===== src/rtl/icache_pkg.sv =====
// Shared types and geometry helpers for the N-way instruction cache.
// The optional performance counters are enabled with ICACHE_PERF_CNT_EN.
package icache_pkg;

  typedef enum logic {
    IDLE   = 1'b0,
    REFILL = 1'b1
  } state_t;

  localparam int DEFAULT_ADDR_W     = 30;
  localparam int DEFAULT_LINE_WORDS = 4;
  localparam int DEFAULT_SETS       = 4;
  localparam int DEFAULT_WAYS       = 2;

  function automatic int calc_offset_w(input int line_words);
    return $clog2(line_words);
  endfunction

  function automatic int calc_index_w(input int sets);
    return $clog2(sets);
  endfunction

  function automatic int calc_way_w(input int ways);
    return $clog2(ways);
  endfunction

  function automatic int calc_tag_w(input int addr_w, input int line_words, input int sets);
    return addr_w - calc_offset_w(line_words) - calc_index_w(sets);
  endfunction

  localparam int OFFSET_W = calc_offset_w(DEFAULT_LINE_WORDS);
  localparam int INDEX_W  = calc_index_w(DEFAULT_SETS);
  localparam int TAG_W    = calc_tag_w(DEFAULT_ADDR_W, DEFAULT_LINE_WORDS, DEFAULT_SETS);

endpackage


===== src/rtl/icache_victim_sel.sv =====
// Replacement choice for one set: lowest-numbered invalid way, otherwise
// the set's round-robin pointer.
module icache_victim_sel #(
  parameter int WAYS = 2
) (
  input  logic [WAYS-1:0]         valid,
  input  logic [$clog2(WAYS)-1:0] rr_ptr,
  output logic [$clog2(WAYS)-1:0] victim
);

  localparam int WAY_W = $clog2(WAYS);

  // Walk downwards so the lowest invalid way is the last one assigned.
  always_comb begin
    victim = rr_ptr;
    for (int w = WAYS - 1; w >= 0; w--) begin
      if (!valid[w]) victim = WAY_W'(w);
    end
  end

endmodule


===== src/rtl/icache_nway.sv =====
// Read-only N-way set-associative instruction cache with single-line refill.
// Define ICACHE_PERF_CNT_EN to add hit/miss performance counters.
module icache_nway
  import icache_pkg::*;
#(
  parameter int ADDR_W     = 30,
  parameter int LINE_WORDS = 4,
  parameter int SETS       = 4,
  parameter int WAYS       = 2
) (
  input  logic                                  clk,
  input  logic                                  proc_reset,
  input  logic                                  proc_read,
  input  logic                                  proc_write,
  input  logic                                  proc_flush,
  input  logic [ADDR_W-1:0]                     proc_addr,
  input  logic [31:0]                           proc_wdata,
  output logic                                  proc_stall,
  output logic [31:0]                           proc_rdata,
  output logic                                  mem_read,
  output logic                                  mem_write,
  output logic [ADDR_W-$clog2(LINE_WORDS)-1:0]  mem_addr,
  input  logic [32*LINE_WORDS-1:0]              mem_rdata,
  input  logic                                  mem_ready,
  output logic [32*LINE_WORDS-1:0]              mem_wdata
`ifdef ICACHE_PERF_CNT_EN
  ,
  output logic [31:0]                           perf_hit_cnt,
  output logic [31:0]                           perf_miss_cnt
`endif
);

  localparam int OFFSET_W = calc_offset_w(LINE_WORDS);
  localparam int INDEX_W  = calc_index_w(SETS);
  localparam int TAG_W    = calc_tag_w(ADDR_W, LINE_WORDS, SETS);
  localparam int WAY_W    = calc_way_w(WAYS);

  logic [OFFSET_W-1:0] req_offset;
  logic [INDEX_W-1:0]  req_index;
  logic [TAG_W-1:0]    req_tag;

  state_t state, state_next;

  logic [WAYS-1:0]              valid_mem [SETS];
  logic [TAG_W-1:0]             tag_mem   [SETS][WAYS];
  logic [LINE_WORDS-1:0][31:0]  data_mem  [SETS][WAYS];
  logic [WAY_W-1:0]             rr_ptr    [SETS];

  logic [TAG_W-1:0]   lat_tag;
  logic [INDEX_W-1:0] lat_index;
  logic [WAY_W-1:0]   lat_way;
  logic               flush_pending;

  logic [WAYS-1:0]  way_match;
  logic [31:0]      hit_word;
  logic             hit;
  logic [WAY_W-1:0] victim_way;
  logic             flush_now;
  logic             start_miss;
  logic             fill_line;
  logic             unused_inputs;

  assign req_offset = proc_addr[OFFSET_W-1:0];
  assign req_index  = proc_addr[OFFSET_W +: INDEX_W];
  assign req_tag    = proc_addr[ADDR_W-1 -: TAG_W];

  assign unused_inputs = proc_write ^ (^proc_wdata);

  always_comb begin
    way_match = '0;
    hit_word  = '0;
    for (int w = 0; w < WAYS; w++) begin
      way_match[w] = valid_mem[req_index][w] && (tag_mem[req_index][w] == req_tag);
      if (way_match[w]) hit_word = hit_word | data_mem[req_index][w][req_offset];
    end
  end

  assign hit        = proc_read && (state == IDLE) && (|way_match);
  assign proc_rdata = hit ? hit_word : 32'h0;

  // A deferred flush from REFILL behaves like a live flush in its IDLE cycle,
  // so no new miss can start while the valids are being wiped.
  assign flush_now  = (state == IDLE) && (proc_flush || flush_pending);
  assign start_miss = (state == IDLE) && !flush_now && proc_read && !hit;
  assign fill_line  = (state == REFILL) && mem_ready;

  assign proc_stall = (state == REFILL) | (proc_read & ~hit) | proc_flush;
  assign mem_read   = (state == REFILL) & ~mem_ready;
  assign mem_addr   = (state == REFILL) ? {lat_tag, lat_index} : proc_addr[ADDR_W-1:OFFSET_W];
  assign mem_write  = 1'b0;
  assign mem_wdata  = '0;

  icache_victim_sel #(
    .WAYS(WAYS)
  ) u_victim_sel (
    .valid (valid_mem[req_index]),
    .rr_ptr(rr_ptr[req_index]),
    .victim(victim_way)
  );

  always_comb begin
    state_next = state;
    case (state)
      IDLE:    if (start_miss) state_next = REFILL;
      REFILL:  if (mem_ready) state_next = IDLE;
      default: state_next = IDLE;
    endcase
  end

  always_ff @(posedge clk) begin
    if (proc_reset) begin
      state         <= IDLE;
      lat_tag       <= '0;
      lat_index     <= '0;
      lat_way       <= '0;
      flush_pending <= 1'b0;
    end else begin
      state <= state_next;
      if (start_miss) begin
        lat_tag   <= req_tag;
        lat_index <= req_index;
        lat_way   <= victim_way;
      end
      if ((state == REFILL) && proc_flush) flush_pending <= 1'b1;
      else if (flush_now)                  flush_pending <= 1'b0;
    end
  end

  always_ff @(posedge clk) begin
    if (proc_reset) begin
      for (int s = 0; s < SETS; s++) begin
        valid_mem[s] <= '0;
        rr_ptr[s]    <= '0;
        for (int w = 0; w < WAYS; w++) begin
          tag_mem[s][w]  <= '0;
          data_mem[s][w] <= '0;
        end
      end
    end else if (flush_now) begin
      for (int s = 0; s < SETS; s++) begin
        valid_mem[s] <= '0;
        rr_ptr[s]    <= '0;
      end
    end else if (fill_line) begin
      data_mem[lat_index][lat_way]           <= mem_rdata;
      tag_mem[lat_index][lat_way]            <= lat_tag;
      valid_mem[lat_index][lat_way]          <= 1'b1;
      rr_ptr[lat_index]                      <= rr_ptr[lat_index] + WAY_W'(1);
    end
  end

`ifdef ICACHE_PERF_CNT_EN
  // Counters survive flush; only reset clears them.
  always_ff @(posedge clk) begin
    if (proc_reset) begin
      perf_hit_cnt  <= '0;
      perf_miss_cnt <= '0;
    end else begin
      if (hit && !proc_flush) perf_hit_cnt <= perf_hit_cnt + 32'd1;
      if (start_miss)         perf_miss_cnt <= perf_miss_cnt + 32'd1;
    end
  end
`endif

endmodule


===== config.mk =====
export PLATFORM = sky130hd
export DESIGN_NAME = icache_nway
export DESIGN_NICKNAME = d
export VERILOG_FILES = /design/src/rtl/icache_pkg.sv /design/src/rtl/icache_victim_sel.sv /design/src/rtl/icache_nway.sv
export SDC_FILE = /design/constraint.sdc
export NUM_CORES = 2
export LEC_CHECK = 0
export ABC_AREA = 1
export CAP_MARGIN = 20
export CORE_UTILIZATION = 30
export DETAILED_ROUTE_END_ITERATION = 10
export PLACE_DENSITY_LB_ADDON = 0.2
export REMOVE_ABC_BUFFERS = 1
export SETUP_SLACK_MARGIN = 0.3
export SYNTH_ARGS = -nofsm -noshare
export SYNTH_HDL_FRONTEND = slang
export SYNTH_SLANG_ARGS = --single-unit

===== constraint.sdc =====
create_clock -name clk -period 15.1 [get_ports clk]
set_clock_uncertainty 0.15 [all_clocks]
set_input_delay 3.02 -clock clk [delete_from_list [all_inputs] [get_ports clk]]
set_output_delay 3.02 -clock clk [all_outputs]
set_load 0.02 [all_outputs]

After elaboration in Yosys (flattened, before gate mapping)
Memory sizes are Yosys's and may differ from the RTL's. A register that Yosys moved wholly into a read port is not among the register bits.
Cells that the tools add are included.
Storage, ports and cells
  bits in registers: 31
  RAM bits: 1244
  input port bits: 196
  output and inout port bits: 191
  word-level logic and storage cells: 110
  memories kept: 4
Memories
  data_mem: words 4, width 256, read ports 1, clocked after Yosys merged registers in 0, write ports 4, RTL line icache_nway.sv:46  | logic [LINE_WORDS-1:0][31:0] data_mem [SETS][WAYS];
  tag_mem: words 4, width 52, read ports 1, clocked after Yosys merged registers in 0, write ports 4, RTL line icache_nway.sv:45  | logic [TAG_W-1:0] tag_mem [SETS][WAYS];
  valid_mem: words 4, width 2, read ports 1, clocked after Yosys merged registers in 0, write ports 4, RTL line icache_nway.sv:44  | logic [WAYS-1:0] valid_mem [SETS];
  rr_ptr: words 4, width 1, read ports 2, clocked after Yosys merged registers in 1, write ports 4, RTL line icache_nway.sv:47  | logic [WAY_W-1:0] rr_ptr [SETS];
Operators by class
  $add $sub $neg: 1
  magnitude comparators: 5
  equality and inequality tests: 2
  multiplexer cells: 55
  bitwise logic cells: 17
  reduce and logical (&&, ||, !) cells: 21
Operators with widths (count)
  256-bit 2-to-1 mux: 3
  256-bit OR reduction: 1
  32-bit 2-to-1 mux: 5
  52-bit 2-to-1 mux: 3
  32-bit binary-select mux with 2-bit select: 2
  128-bit demux with 1-bit select: 1
  128-bit 2-to-1 mux: 1
  26-bit equality test: 2
  52-bit OR reduction: 1
  32-bit bitwise OR: 1
  28-bit 2-to-1 mux: 1
  26-bit demux with 1-bit select: 1
  2-bit 2-to-1 mux: 13
  26-bit 2-to-1 mux: 1
  1-bit 2-to-1 mux: 22
  1-bit logical AND: 12
  1-bit bitwise OR: 10
  2-bit OR reduction: 2
  2-bit by 3-bit less-than comparator with 1-bit output (second input constant): 1
  1-bit NOT: 3
  1-bit AND: 2
  2-bit greater-or-equal comparator (second input constant): 1
  1-bit logical NOT: 2
  1-bit by 2-bit less-than comparator with 1-bit output (second input constant): 1
  other kinds (9): 9

Depth between registers and ports, before layout
An unclocked memory read counts as a cell.
  word-level depth: 9
  gate-level depth with buffers: 19

Hierarchy
A second synthesis with hierarchy kept.
Unflattened totals
  cells, all modules: 6000
  area, all modules: 58800.1 µm²
Modules (own cells, without submodules)
  icache_nway: instances 1, cells each 5997, area an instance 58783.9 µm², seq. area each 37936.4 µm²
  icache_victim_sel: instances 1, cells each 3, area an instance 16.3 µm², seq. area each 0.0 µm²

Worst setup path after synthesis
Ideal clock, no wire load.
  kind: input to register
  start: in proc_reset
  end: mem data_mem[3][128] (netlist bit) (enable)
  data arrival time: 7.336 ns
  data required time: 14.431 ns
  setup slack: 7.095 ns
  cell stages on the path: 9
  buffers on the path: 2
  path through: inv_1 -> nand2_1 -> nor2_1 -> inv_1 -> nor3_1 -> nand2_1 -> clkbuf_1 -> clkbuf_1 -> nand2_1
RTL lines
  start: declaration: RTL line icache_nway.sv:12  | input logic proc_reset,
  end: declaration: RTL line icache_nway.sv:46

Worst setup path after layout
  start: in proc_addr[3]
  end: out proc_rdata[11]
Between the ends
  cells in the longest elaborated chain, start to end: 7
Ends and longest elaborated chain
  start: declaration: RTL line icache_nway.sv:16  | input logic [ADDR_W-1:0] proc_addr,
  memory read 4 x 52 bit / memory read 4 x 256 bit (equally long branches)
  26-bit equality test / 32-bit binary-select mux with 2-bit select (equally long branches): RTL line icache_nway.sv:73, icache_nway.sv:74
  1-bit logical AND / 32-bit 2-to-1 mux (equally long branches): RTL line icache_nway.sv:73, icache_nway.sv:74
  32-bit 2-to-1 mux: RTL line icache_nway.sv:74  | if (way_match[w]) hit_word = hit_word | data_mem[req_index][w][req_offset];
  32-bit bitwise OR: RTL line icache_nway.sv:74
  32-bit 2-to-1 mux: RTL line icache_nway.sv:74
  32-bit 2-to-1 mux *: RTL line icache_nway.sv:79  | assign proc_rdata = hit ? hit_word : 32'h0;
  end: declaration: RTL line icache_nway.sv:19  | output logic [31:0] proc_rdata,
Mark *: on every way between the ends. The rest lies on a longest branch, timed or not. The select of a mux whose other input is x is not followed.

==> results.sh <==
export IMPL_power_total_w=0.00819
export IMPL_path_buf_inv=6
export IMPL_cp_end_kind="output pin"
export IMPL_path_class="in -> out"
export IMPL_ctsHoldBuffers=0
export IMPL_hpwl_mm=100
export IMPL_syn_inst=5833
export IMPL_whs_path_depth=2
export IMPL_reg2reg_slack_ns=10.04
export IMPL_ant_nets=0
export IMPL_grt_pass1_vias=42100
export IMPL_required_ns=11.93
export IMPL_reg2regPathDepth=8
export IMPL_cts_num_sinks=1277
export IMPL_pwr_share_seq_pct=49.3
export IMPL_grt_max_degree=203
export IMPL_initial_core_util_pct=30.2
export IMPL_final_cell_mix="nor2_1 (1632), edfxtp_1 (1236), nand2_1 (886), o21ai_0 (348), nand3_1 (301)"
export IMPL_area_growth_pct=14.8
export IMPL_cts_resized_gates=0
export IMPL_routedWlPerCell_um=23.5
export IMPL_syn_area_mm2=0.0582
export IMPL_drt_pass1_iterations=6
export IMPL_cp_max_fo=117
export IMPL_fmax_ghz=0.0892
export IMPL_fin_crit_sh_pct=74.3
export IMPL_slew_headroom_pct=21.9
export IMPL_worst_pin_slew_ns=1.17
export IMPL_ys_ff_latch=1277
export IMPL_die_height_um=443
export IMPL_layout_setup_ws_ns=3.89
export IMPL_dp_slack_ns=3.87
export IMPL_rsz0062_at_grt="no"
export IMPL_hold_viol_final=0
export IMPL_grt_overflow=0
export IMPL_mostFrequentLayoutCell="nor2_1"
export IMPL_p_comb_share_pct=8.3
export IMPL_viasPerCell=5.07
export IMPL_ys_warn_count=0
export IMPL_setup_tns_ns=0
export IMPL_drc=0
export IMPL_drtIter0Drc=3458
export IMPL_rows=161
export IMPL_fin_nets=6056
export IMPL_slew_viol_final=0
export IMPL_critPathMaxStageDelay_ns=0.86
export IMPL_slowest_stage="buf_4"
export IMPL_fin_cells=8506
export IMPL_p_switching_w=0.00204
export IMPL_arrival_ns=8.04
export IMPL_core_region_area_mm2=0.193
export IMPL_crit_cells=15
export IMPL_p_per_area_mw_per_mm2=122
export IMPL_fin_crit_ns=11.21
export IMPL_clkLatencyLatePin_ns=0.79
export IMPL_switching_share_pct=24.9
export IMPL_die_area_mm2=0.196
export IMPL_io_pins=387
export IMPL_wl_mm=200
export IMPL_grt_pass1_wl_mm=292
export IMPL_drive_gt1_share_pct=5.32
export IMPL_htree_levels=4
export IMPL_die_w_um=443
export IMPL_leakage_nw=25.4
export IMPL_clkTransAtPathRegs_ns=0.06
export IMPL_cts_buffers=148
export IMPL_status="complete, no violations"
export IMPL_start_kind="input pin"
export IMPL_ys_types=34
export IMPL_hold_class="reg -> reg"
export IMPL_vias=43100
export IMPL_dp_cells=8236
export IMPL_root_buffer="clkbuf_16"
export IMPL_final_setup_viol_count=0
export IMPL_internal_power_w=0.00615
export IMPL_p_clk_share_pct=42.4
export IMPL_path_cells="buf_8 -> inv_8 -> buf_4 -> o21ai_0 -> o22ai_1 -> nand3_1 -> nor2_1 -> nand2_1 -> nor2_4 -> buf_4 -> nand3_1 -> nand2_1 -> inv_1 -> nor2_1 -> clkdlybuf4s50_1"
export IMPL_path_delay_family="buffers and inverters"
export IMPL_maxCapViolCount=0
export IMPL_gp_congestion=0.796
export IMPL_cts_tree="done"
export IMPL_postSynthAreaPerCell_um2=9.99
export IMPL_yosysSeqAreaShare_pct=65.1
export IMPL_grtUsageTotal_pct=20.1
export IMPL_post_cts_setup_buffer_count=0
export IMPL_grt_antenna_before_repair=6
export IMPL_ir_drop_uv=103
export IMPL_ctsLongestPathBuffers=3
export IMPL_port_buffer_count=224
==> synth_stat cells <==
cell type / count / share of area, %
o21ai_1: 1 / 0.0086
o211ai_1: 61 / 0.79
nand4_1: 22 / 0.24
nor2_2: 4 / 0.043
edfxtp_1: 1236 / 64
inv_2: 3 / 0.019
o22ai_1: 37 / 0.40
nand3_1: 301 / 2.6
o21ai_0: 348 / 3.0
nand3_2: 1 / 0.017
a21oi_1: 215 / 1.8
clkinv_1: 28 / 0.18
and3_1: 1 / 0.011
nor3_1: 1 / 0.0086
buf_2: 87 / 0.75
a21boi_0: 1 / 0.013
buf_6: 4 / 0.077
xor2_1: 2 / 0.030
o221ai_1: 96 / 1.4
a32o_1: 26 / 0.45
a32oi_1: 7 / 0.11
or2_2: 25 / 0.27
buf_1: 28 / 0.18
nand2_1: 902 / 5.8
nand3b_1: 1 / 0.013
buf_4: 139 / 1.8
inv_1: 211 / 1.4
clkbuf_1: 288 / 1.9
a22oi_1: 81 / 1.0
conb_1: 1 / 0.0064
dfxtp_1: 41 / 1.4
nand2_2: 1 / 0.011
nor2_1: 1632 / 11
nor4_1: 1 / 0.011
==> final timing paths <==
kind / from / to
worst min-delay path: valid_mem[1][0] / valid_mem[1][0]
worst min register to register: valid_mem[1][0] / valid_mem[1][0]
worst max register to register: state / data_mem[3][7]
worst max-delay path: proc_addr[3] / proc_rdata[11]
==> metrics by stage <==
step	utilization, %	hold WS [ns]	cell area [um^2]
3_3_place_gp	32.3	0.287	62200
4_1_cts	34.7	0.303	66800
2_1_floorplan	-	0.272	56000
5_1_grt	34.7	0.328	66800
3_5_place_dp	32.3	0.288	62200
6_report	34.7	0.303	66800
==> sequential cells by signal (all words and copies together) (netlist names), named ones only <==
signal,flops
data_mem,1024
tag_mem,208
lat_tag,26
valid_mem,8
rr_ptr,4
lat_index,2
flush_pending,1
lat_way,1
state,1
==> power by group through the flow <==
stage / logic (W) / clock network [W] / registers, W
floorplan: 0.000369 / 0 / 0.00413
global placement: 0.000684 / 0 / 0.00411
detailed placement: 0.000687 / 0 / 0.00411
CTS: 0.000689 / 0.00353 / 0.00404
global route: 0.000742 / 0.00366 / 0.00405
finish: 0.000679 / 0.00347 / 0.00404
==> metal layers <==
layer | vias to the layer above | track usage [%] | wire length (um)
met3 | 250 | 2.58 | 10200
li1 | 19700 | - | -
met2 | 1332 | 34.6 | 98300
met4 | 6 | 5.83 | 5140
met5 | - | 0 | 34
met1 | 21800 | 26.2 | 86500
==> final cells by class <==
type                    count  area, um^2
diodes                      2        5.00
repair buffers            295        2880
clock buffers             199        4000
clock inverters            69         618
flip-flops and latches   1277       37900
fillers                 19400      126000
multi-input cells        3896       17300
well taps                2526        3160
inverters                 242         928
==> worst reg2reg max path, cell delays in order, from the launching register on <==
cell	delay, ns
dfxtp_2	0.67
nand2_1	0.14
nor2_1	0.29
inv_1	0.07
nor3_1	0.59
nand2_4	0.53
nand2_4	0.76
buf_4	0.67
buf_4	0.77
==> kinds of logic (layout without fill, tap and decap cells) <==
group / Yosys count / after routing / share of synthesized area (%)
XOR/XNOR: 2 / 2 / 0.0301
AO/OA/AOI/OAI: 873 / 873 / 9.08
buffers and inverters: 788 / 805 / 6.21
AND/OR/NAND/NOR: 2892 / 2892 / 19.5
flip-flops: 1277 / 1277 / 65.1
other: 1 / 131 / 0.00644
Power figures use the tool's default switching activity.
